## src/rtl/inv_shift_rows_serial_if.sv

```systemverilog
// inv_shift_rows_serial_if: byte-stream bus for the InvShiftRows stage (fwd exists only with INV_SHIFT_ROWS_FWD_EN)
interface inv_shift_rows_serial_if;
  logic       s_valid;
  logic       s_ready;
  logic [7:0] s_data;
  logic       m_valid;
  logic       m_ready;
  logic [7:0] m_data;
  logic       m_last;
`ifdef INV_SHIFT_ROWS_FWD_EN
  logic       fwd;
  modport master (output s_valid, s_data, m_ready, fwd, input s_ready, m_valid, m_data, m_last);
  modport slave  (input s_valid, s_data, m_ready, fwd, output s_ready, m_valid, m_data, m_last);
`else
  modport master (output s_valid, s_data, m_ready, input s_ready, m_valid, m_data, m_last);
  modport slave  (input s_valid, s_data, m_ready, output s_ready, m_valid, m_data, m_last);
`endif
endinterface

```

## src/rtl/inv_shift_rows_serial.sv

```systemverilog
// inv_shift_rows_serial: byte-serial ping-pong InvShiftRows buffer; INV_SHIFT_ROWS_FWD_EN adds a per-block forward-map select
module inv_shift_rows_serial #(
  parameter int NBANK = 2
) (
  input logic                    clk,
  input logic                    rst_n,
  inv_shift_rows_serial_if.slave bus
);
  typedef enum logic [1:0] {EMPTY, FILLING, FULL, DRAINING} bank_st_e;
  bank_st_e   st_q [2];
  bank_st_e   st_d [2];
  logic [7:0] mem_q [2][16];
  logic [3:0] wr_cnt_q, rd_cnt_q, src;
  logic       wr_bank_q, rd_bank_q, wr_en, rd_en;
  logic [1:0] full;
`ifdef INV_SHIFT_ROWS_FWD_EN
  logic [1:0] fwd_q;
`endif
  // Full covers both FULL and DRAINING; the read address is the only place the permutation lives
  always_comb begin
    for (int b = 0; b < 2; b++) full[b] = (st_q[b] == FULL) || (st_q[b] == DRAINING);
`ifdef INV_SHIFT_ROWS_FWD_EN
    src = fwd_q[rd_bank_q] ? 4'(rd_cnt_q * 4'd5) : 4'(rd_cnt_q * 4'd13);
`else
    src = 4'(rd_cnt_q * 4'd13);
`endif
  end
  assign bus.s_ready = !full[wr_bank_q] && rst_n;
  assign bus.m_valid = full[rd_bank_q];
  assign bus.m_data  = mem_q[rd_bank_q][src];
  assign bus.m_last  = bus.m_valid && (rd_cnt_q == 4'd15);
  assign wr_en       = bus.s_valid && bus.s_ready;
  assign rd_en       = bus.m_valid && bus.m_ready;
  // Per-bank lifecycle; a bank is never written and read in the same cycle
  always_comb begin
    for (int b = 0; b < 2; b++) begin
      st_d[b] = st_q[b];
      if (wr_en && wr_bank_q == 1'(b)) st_d[b] = (wr_cnt_q == 4'd15) ? FULL : FILLING;
      if (rd_en && rd_bank_q == 1'(b)) st_d[b] = (rd_cnt_q == 4'd15) ? EMPTY : DRAINING;
    end
  end
  // Storage, counters and bank pointers; reset wipes contents and any partial block
  always_ff @(posedge clk) begin
    if (!rst_n) begin
      wr_cnt_q  <= '0;
      rd_cnt_q  <= '0;
      wr_bank_q <= 1'b0;
      rd_bank_q <= 1'b0;
`ifdef INV_SHIFT_ROWS_FWD_EN
      fwd_q     <= '0;
`endif
      for (int b = 0; b < 2; b++) begin
        st_q[b] <= EMPTY;
        for (int i = 0; i < 16; i++) mem_q[b][i] <= 8'h00;
      end
    end else begin
      st_q <= st_d;
      if (wr_en) begin
        mem_q[wr_bank_q][wr_cnt_q] <= bus.s_data;
        wr_cnt_q <= wr_cnt_q + 4'd1;
`ifdef INV_SHIFT_ROWS_FWD_EN
        if (wr_cnt_q == 4'd0) fwd_q[wr_bank_q] <= bus.fwd;
`endif
        if (wr_cnt_q == 4'd15) wr_bank_q <= (NBANK == 2) ? ~wr_bank_q : 1'b0;
      end
      if (rd_en) begin
        rd_cnt_q <= rd_cnt_q + 4'd1;
        if (rd_cnt_q == 4'd15) rd_bank_q <= (NBANK == 2) ? ~rd_bank_q : 1'b0;
      end
    end
  end
endmodule

```

## src/flat_wrapper.sv

```systemverilog
// flat-port wrapper written by rule: the top's interface ports become plain ports
module inv_shift_rows_serial_flat 
#(
  parameter int NBANK = 2
)
  (clk, rst_n, bus_s_valid, bus_s_data, bus_m_ready, bus_s_ready, bus_m_valid, bus_m_data, bus_m_last);
  inv_shift_rows_serial_if bus_i ();
  input logic clk;
  input logic rst_n;
  input wire logic [$bits(bus_i.s_valid)-1:0] bus_s_valid;
  input wire logic [$bits(bus_i.s_data)-1:0] bus_s_data;
  input wire logic [$bits(bus_i.m_ready)-1:0] bus_m_ready;
  output wire logic [$bits(bus_i.s_ready)-1:0] bus_s_ready;
  output wire logic [$bits(bus_i.m_valid)-1:0] bus_m_valid;
  output wire logic [$bits(bus_i.m_data)-1:0] bus_m_data;
  output wire logic [$bits(bus_i.m_last)-1:0] bus_m_last;
  assign bus_i.s_valid = bus_s_valid;
  assign bus_i.s_data = bus_s_data;
  assign bus_i.m_ready = bus_m_ready;
  assign bus_s_ready = bus_i.s_ready;
  assign bus_m_valid = bus_i.m_valid;
  assign bus_m_data = bus_i.m_data;
  assign bus_m_last = bus_i.m_last;
  inv_shift_rows_serial #(.NBANK(NBANK)) u_core (.clk(clk), .rst_n(rst_n), .bus(bus_i));
endmodule
```

## config.mk

```make
export PLATFORM = sky130hd
export DESIGN_NAME = inv_shift_rows_serial_flat
export DESIGN_NICKNAME = d
export VERILOG_FILES = /design/src/rtl/inv_shift_rows_serial_if.sv /design/src/rtl/inv_shift_rows_serial.sv /design/src/flat_wrapper.sv
export SDC_FILE = /design/constraint.sdc
export NUM_CORES = 1
export LEC_CHECK = 0
export ABC_AREA = 0
export BUFFER_PORTS_ARGS = -buffer_cell sky130_fd_sc_hd__buf_4
export CAP_MARGIN = 0
export CORE_AREA = 2 2 155 157
export CTS_CLUSTER_DIAMETER = 60
export DETAILED_ROUTE_END_ITERATION = 10
export DIE_AREA = 0 0 157 159
export GPL_ROUTABILITY_DRIVEN = 0
export PLACE_DENSITY = 0.67
export SLEW_MARGIN = 10
export SYNTH_ARGS = -nofsm -noshare
export SYNTH_HDL_FRONTEND = slang
export SYNTH_SLANG_ARGS = --single-unit
```

## constraint.sdc

```tcl
create_clock -name clk -period 6.85 [get_ports clk]
set_clock_uncertainty 0.2 [all_clocks]
set_input_delay 0.685 -clock clk [delete_from_list [all_inputs] [get_ports clk]]
set_output_delay 0.685 -clock clk [all_outputs]
set_load 0.01 [all_outputs]
```

# After elaboration in Yosys (flattened, before gate mapping)

Memory sizes are Yosys's and may differ from the RTL's. A register that Yosys moved wholly into a read port is not among the register bits.
Index checks and enable logic that the tools add are counted.
W data, S select, Z words.

RAM bits: 256
Register bits after elaboration: 14
Output and inout bits: 11
Memories: 1
Logic and storage cells: 66

Memory list:

| name         | words | width | read ports | clocked after memory_dff | wr ports | line                        | text |
|---|---|---|---|---|---|---|---|
| u_core.mem_q | 2     | 128   | 1          | 1                        | 2        | inv_shift_rows_serial.sv:12 | `logic [7:0] mem_q [2][16];` |

Magnitude comparators: 5
$add $sub $neg: 2
Bitwise gates (word level): 4
Reduce and logical (&&, ||, !) cells: 17
Eq/ne operators: 6
Multiply operators: 1
Mux-type cells: 24

Operator list:

| kind                  | count |
|---|---|
| $mux W128             | 3 |
| $reduce_or A128 Y1    | 1 |
| $bmux W8 S4           | 1 |
| $demux W8 S4          | 1 |
| $mux W8               | 3 |
| $mux W2               | 6 |
| $ge A5 B5 Y1 const B  | 2 |
| $mux W1               | 10 |
| $not A4 Y5            | 2 |
| $logic_and A1 B1 Y1   | 9 |
| $add A4 B1 Y4 const B | 2 |
| $eq A2 B2 Y1 const B  | 4 |
| $eq A4 B4 Y1 const B  | 2 |
| $lt A5 B1 Y1 const B  | 1 |
| $lt A1 B2 Y1 const B  | 2 |
| $mul A4 B3 Y4 const B | 1 |
| $reduce_and A2 Y1     | 2 |
| $reduce_bool A2 Y1    | 2 |
| $logic_or A1 B1 Y1    | 2 |
| $not A1 Y1            | 2 |
| $logic_not A1 Y1      | 1 |

# Depth between registers and ports, before layout

Gate-level depths: netlist (run 1).

Word-level depth: 12
Gate-level depth with buffers: 8
Gate-level depth less buffers: 6

# Least setup slack after synthesis (run 1)

Ideal clock, no wire load.

Kind: input to register
Start: input bus_s_valid
End: memory u_core.mem_q[0][40] in the netlist's numbering, enable pin
Data required time: 6.266 ns
Data arrival time: 2.073 ns
Cell stages on the path: 5
Path slack: 4.193 ns
Path through: nand2_1 -> nor2_2 -> buf_4 -> nand3_2 -> o21ai_0

RTL lines:

| item        | line                        | text |
|---|---|---|
| from (decl) | flat_wrapper.sv:10          | `input wire logic [$bits(bus_i.s_valid)-1:0] bus_s_valid;` |
| to (decl)   | inv_shift_rows_serial.sv:12 |  |

# Worst setup path in the final report (run 1)

Start: register u_core.rd_cnt_q[1]
End: output bus_m_data[6]

Word-level cells in the longest chain between the ends: 5

RTL lines:

| item                                       | line                        | text |
|---|---|---|
| from (decl)                                | inv_shift_rows_serial.sv:13 | `logic [3:0] wr_cnt_q, rd_cnt_q, src;` |
| from (signal assigned)                     | inv_shift_rows_serial.sv:67 | `rd_cnt_q <= rd_cnt_q + 4'd1;` |
| $mul A4 B3 Y4                              | inv_shift_rows_serial.sv:25 | `src = 4'(rd_cnt_q * 4'd13);` |
| $not A4 Y5 (not written as such)           | inv_shift_rows_serial.sv:30 | `assign bus.m_data = mem_q[rd_bank_q][src];` |
| $bmux W8 S4                                | inv_shift_rows_serial.sv:30 |  |
| $mux W8 (not written as such) (2 in a row) | inv_shift_rows_serial.sv:30 |  |
| to (decl)                                  | flat_wrapper.sv:15          | `output wire logic [$bits(bus_i.m_data)-1:0] bus_m_data;` |

Every way passes these cells. The select of a mux whose other input is x is not followed.

==> results.ini, run 1 <==
[yosys]
synth_top_flop_cell = edfxtp_1
synthesis.area_um2 = 11900
seq_area_frac_synth = 0.667
synth.area.top_cells = edfxtp_1, mux4_1, mux2i_1
ys_ff_latch = 269
ys_types = 42
synth_top_cell_area_share = 0.645
synth_edf_count = 256
synthArstFlopShare = 0
yosys_warnings = 0
yosysTopAreaCell = edfxtp_1
post_synth.cell_area_avg_um2 = 16.9
syn_nets = 725
synthCells = 707

[die]
die_h_um = 159
die_area_um2 = 25000
core_area_um2 = 23200
die_width_um = 157
start_util = 0.514
rows = 56
ioPinCount = 23

[route]
ant_nets = 0
drt_iter0_markers = 682
drt_wl_total_um = 27900
wl_per_cell_um = 26.4
vias_per_cell = 6.05
vias = 6376
drt_pre_antenna_iters = 5
drc = 0

[final_layout]
nets = 733
drive_gt1_frac = 0.148
area_delta_synth_final_pct = 9.87
most-common-layout-cells = edfxtp_1, nor2_1, mux4_1
final_common_cell = edfxtp_1
antenna_cells = 0

[clock_network]
clk_latency_ns = 0.53
cts_resized = 0
cts_root_buffer = clkbuf_16
clkTransAtPathRegs_ns = 0.06
cts_tree = done
clkSinkCount = 269
cts_max_path_buffers = 3
cts_hold_buf = 0
cts_max_level = 1
cts_inserted_buffers = 26
cts_setup_buffers = 0

[hold_path]
hold_start = bus_s_data[2]
holdPathStages = 2
hp-class = in2reg

[setup_path]
cp-end-kind = output port
setup.worst_path.start = u_core.rd_cnt_q[1]
crit_type = reg2out
timing.rr.start = u_core.wr_bank_q
r2r_cells = 5
critPathLaunchType = flop
worstPathRequired_ns = 5.96
cp_max_fo = 41
cp_data_arrival_time_ns = 3.63

[global_route]
grt_use_total = 0.227
use_met2 = 0.344
busiest_layer = met2
grt_max_degree = 65
grt_pass1_wl_um = 40500
met3_usage = 0.0465
overflow = 0
grt_pass1_vias = 6249
use_met1 = 0.318
antenna_found_initial = 0

[placed_design]
io_buffers = 22
dp_hpwl_um = 17800
post-place-ws_ns = 2.46

[sta]
period_share = 0.659
finalSetupViolCount = 0
max_freq_mhz = 222
layout_setup_ws_ns = 2.34
max_slew_margin = 0.188
drv_slew = 0
tightestPinTransition_ns = 1.21
setup_tns_ns = 0
period_minus_slack_ns = 4.51
final_hold_viol_count = 0
rsz0062_at_grt = no

[run_status]
status = complete, no violations

[pwr]
ir_worst_vdd_mv = 0.231
power_density_nw_per_um2 = 267
leakage_nw = 4.41

[flow_run]
drv_cap = 0

==> logic make-up after synthesis <==
group,after synthesis,share of synthesized area
XOR/XNOR,9,0.00945
AND/OR/NAND/NOR,214,0.0885
adder cells (fa/ha/maj),6,0.00630
multiplexers,123,0.187
flip-flops,269,0.667
buffers and inverters,50,0.0251
AO/OA/AOI/OAI,36,0.0166
==> layer usage <==
layer | part of all wire | vias to the layer above
met5 | 0 | -
met4 | 0.046 | 0
met3 | 0.082 | 64
met2 | 0.47 | 332
met1 | 0.40 | 3217
li1 | - | 2763
==> report_power, final <==
group          switching (mW)  internal [mW]
combinational           0.112         0.0463
sequential             0.0223           1.88
clock                   0.602          0.831
total                   0.737           2.76
==> registers in the layout, indices dropped and copies added (netlist names), named ones only <==
signal,flops
u_core.mem_q,256
u_core.rd_cnt_q,4
u_core.wr_cnt_q,4
u_core.st_q,2
u_core.rd_bank_q,1
u_core.wr_bank_q,1
==> per-stage QoR <==
step	std cells	util	hold WS, ns	instance area (um^2)	power (mW)
6_report	1054	0.565	0.276	13100	3.49
5_1_grt	1054	0.565	0.272	13100	3.59
4_1_cts	1054	0.565	0.263	13100	3.51
2_1_floorplan	707	-	0.267	11900	2.01
3_5_place_dp	1006	0.528	0.325	12200	2.10
3_3_place_gp	1006	0.528	0.300	12200	2.09
==> synth_stat cells, types with 2 or more instances <==
master and n:
nand2b_1 3, ha_1 6, clkbuf_1 17, mux4_1 50
nand3_2 9, buf_2 15, inv_1 3, edfxtp_1 256
a21boi_0 3, nor3_1 3, dfxtp_1 13, a21oi_1 2
xnor2_1 5, nand3_1 13, nor2b_1 4, and2_1 43
nand2_1 14, buf_12 2, mux2i_1 49, buf_4 4
buf_1 3, o21ai_1 11, and3_1 4, nor2_1 114
o21ai_0 17, buf_6 6, mux4_2 14, mux2_2 10
==> path summary, 6_finish.rpt <==
path	to	slack, ns
setup / recovery	bus_m_data[6]	2.34
hold / removal	u_core.mem_q[0][122]	0.28
setup reg to reg	u_core.mem_q[1][112]	2.84
hold reg to reg	flop	0.35
==> cell type report <==
class	count	area (um^2)
inverter	3	11.3
fill	1731	10100
sequential	269	7950
timing repair buffer	27	203
clock buffer	29	683
clock inverter	19	173
tap	319	399
multi-input combinational	388	3670
==> worst max-delay path, stage by stage, from the launching register on <==
cell,delay [ns]
dfxtp_2,0.77
buf_4,0.57
xor2_2,0.20
xnor2_4,0.63
mux2i_1,0.55
mux2_2,0.25
buf_4,0.11
No activity file was read; power rests on OpenSTA's default activity.
==> run 2, diff against run 1 <==
--- a/config.mk
+++ b/config.mk
@@ -13,7 +13,7 @@
 export DETAILED_ROUTE_END_ITERATION = 10
 export DIE_AREA = 0 0 157 159
 export GPL_ROUTABILITY_DRIVEN = 0
-export PLACE_DENSITY = 0.67
+export PLACE_DENSITY = 0.7
 export SLEW_MARGIN = 10
 export SYNTH_ARGS = -nofsm -noshare
 export SYNTH_HDL_FRONTEND = slang
==> constraint.sdc (replaced) <==
create_clock -name clk -period 4 [get_ports clk]
set_clock_uncertainty 0.2 [all_clocks]
set_input_delay 0.4 -clock clk [delete_from_list [all_inputs] [get_ports clk]]
set_output_delay 0.4 -clock clk [all_outputs]
set_load 0.01 [all_outputs]
==> run 2 against run 1 <==
  * Register-to-register slack lost 1.8 ns
  * Clock power grew 69%
  * Wire length grew 2.5%
  * Non-clock buffer count grew 37
  * Die area is the same
  * Global-route usage grew 0.98 points
  * Critical path type unchanged
  * Critical endpoint is now bus_m_data[0]
  * Largest cell class unchanged
==> results.ini, run 2 (synthesis results as in run 1) <==
[die]
rows = 56  ; unchanged
die_width_um = 157  ; unchanged
start_util = 0.514  ; unchanged
die_h_um = 159  ; unchanged
core_area_um2 = 23200  ; unchanged
ioPinCount = 23  ; unchanged
die_area_um2 = 25000  ; unchanged

[route]
drt_wl_total_um = 28600  ; was 27900 um
drt_iter0_markers = 621  ; was 682
ant_nets = 0  ; unchanged
drt_pre_antenna_iters = 5  ; unchanged
drc = 0  ; unchanged
vias_per_cell = 6.01  ; was 6.05
vias = 6552  ; was 6376
wl_per_cell_um = 26.2  ; was 26.4 um

[final_layout]
most-common-layout-cells = edfxtp_1, nor2_1, buf_4  ; was edfxtp_1, nor2_1, mux4_1
multi_input_area_um2 = 3670  ; unchanged
top_register = u_core.mem_q  ; unchanged
largest_reg_flops = 256  ; unchanged
area_delta_synth_final_pct = 12.4  ; was 9.87%
fillers = 1740  ; was 1731
final_common_cell = edfxtp_1  ; unchanged
antenna_cells = 0  ; unchanged
ff_latch_area_um2 = 7950  ; unchanged
stdcell_count = 1091  ; was 1054
nets = 770  ; was 733
drive_gt1_frac = 0.176  ; was 0.148
top_regs = u_core.mem_q (256), u_core.rd_cnt_q (4), u_core.wr_cnt_q (4)  ; unchanged

[placed_design]
post-place-ws_ns = 0.857  ; was 2.46 ns
dp_hpwl_um = 18400  ; was 17800 um
io_buffers = 22  ; unchanged
dp.cells = 1036  ; was 1006

[global_route]
antenna_found_initial = 0  ; unchanged
grt_use_total = 0.237  ; was 0.227
overflow = 0  ; unchanged
grt_max_degree = 48  ; was 65
grt_pass1_vias = 6651  ; was 6249
grt_pass1_wl_um = 43000  ; was 40500 um

[flow_run]
drv_cap = 0  ; unchanged

[clock_network]
cts_max_level = 1  ; unchanged
cts_resized = 0  ; unchanged
cts_root_buffer = clkbuf_16  ; unchanged
cts_inserted_buffers = 26  ; unchanged
clk_latency_ns = 0.53  ; about the same
cts_max_path_buffers = 3  ; unchanged
cts_tree = done  ; unchanged
clkTransAtPathRegs_ns = 0.06  ; about the same
clkSinkCount = 269  ; unchanged

[sta]
drv_slew = 0  ; unchanged
max_freq_mhz = 273
layout_setup_ws_ns = 0.333  ; was 2.34 ns
rsz0062_at_grt = no  ; unchanged
finalSetupViolCount = 0  ; unchanged
fin_hold_ws_ns = 0.0214  ; was 0.276 ns
period_minus_slack_ns = 3.67
period_share = 0.917
setup_tns_ns = 0  ; unchanged
final_hold_viol_count = 0  ; unchanged
tightestPinTransition_ns = 0.944  ; was 1.21 ns
max_slew_margin = 0.369  ; was 0.188

[setup_path]
slowest_stage = dfxtp_4  ; was dfxtp_2
crit_type = reg2out  ; unchanged
critPathLaunchType = flop  ; unchanged
cp-end-kind = output port  ; unchanged
path_cells = buf_4, mux4_2, mux2i_1, mux2i_1, mux2_2, buf_4  ; was buf_4, xor2_2, xnor2_4, mux2i_1, mux2_2, buf_4
cp_slowest_stage_delay_ns = 0.75  ; was 0.77 ns
worstPathRequired_ns = 3.40  ; was 5.96 ns
path_delay_family = multiplexers  ; was XOR/XNOR gates
cp_max_fo = 33  ; was 41
cp_data_arrival_time_ns = 3.07  ; was 3.63 ns
crit_buf_inv = 2  ; unchanged

[hold_path]
hp-class = in2reg  ; unchanged

[run_status]
status = complete, no violations  ; unchanged

[pwr]
leakage_nw = 4.59  ; was 4.41 nW
ir_worst_vdd_mv = 0.389  ; was 0.231 mV
power_mw = 5.97  ; was 3.49 mW
power_density_nw_per_um2 = 445  ; was 267 nW/um^2

run 2: area by class of cell:
type                    instances  share of cell area
clock buffers                  37              0.0555
clock inverters                11             0.00738
inverters                       3            0.000840
multi-input cells             388               0.274
flip-flops and latches        269               0.594
well taps                     319              0.0298
repair buffers                 64              0.0390
run 2: path summary, 6_finish.rpt:
kind,start,endpoint,slack [ns],cells past startpoint
worst min-delay path,bus_s_data[6],u_core.mem_q[0][126],0.02,2
worst min register to register,u_core.rd_bank_q,flop,0.32,2
worst max-delay path,flop,bus_m_data[0],0.33,6
worst max register to register,u_core.wr_cnt_q[0],u_core.mem_q[1][39],1.08,5
run 2: power breakdown:
part           switching [mW]  internal, mW
Clock                    1.00          1.42
Sequential             0.0374          3.22
Combinational           0.196         0.100
run 2: worst register-to-register path: stages, from the launching register on:
cell and delay [ns]:
dfxtp_1 0.35, inv_1 0.13, ha_1 0.35, nor4_1 0.15, nor3_1 0.57, and2_1 0.84
run 2: what timing repair did:
| item | in CTS | in global routing |
|---|---|---|
| hold buffers | 7 | 0 |
| endpoints found under the hold margin | 11 | 0 |
| setup buffers | 0 | 0 |
| endpoints found under the setup margin | 0 | 0 |
run 2: metrics by stage:
stage / cell area [um^2] / utilization
3_3_place_gp: 12500 / 0.539
4_1_cts: 13400 / 0.578
3_5_place_dp: 12500 / 0.539
2_1_floorplan: 11900 / -
5_1_grt: 13400 / 0.578
6_report: 13400 / 0.578
run 2: layer usage:
metal | vias to the layer above | wire [um] | GRT usage
li1 | 2837 | - | -
met2 | 277 | 14300 | 0.390
met1 | 3391 | 11700 | 0.335
met3 | 47 | 1770 | 0.0283
met5 | - | 0 | 0
met4 | 0 | 820 | 0.0684
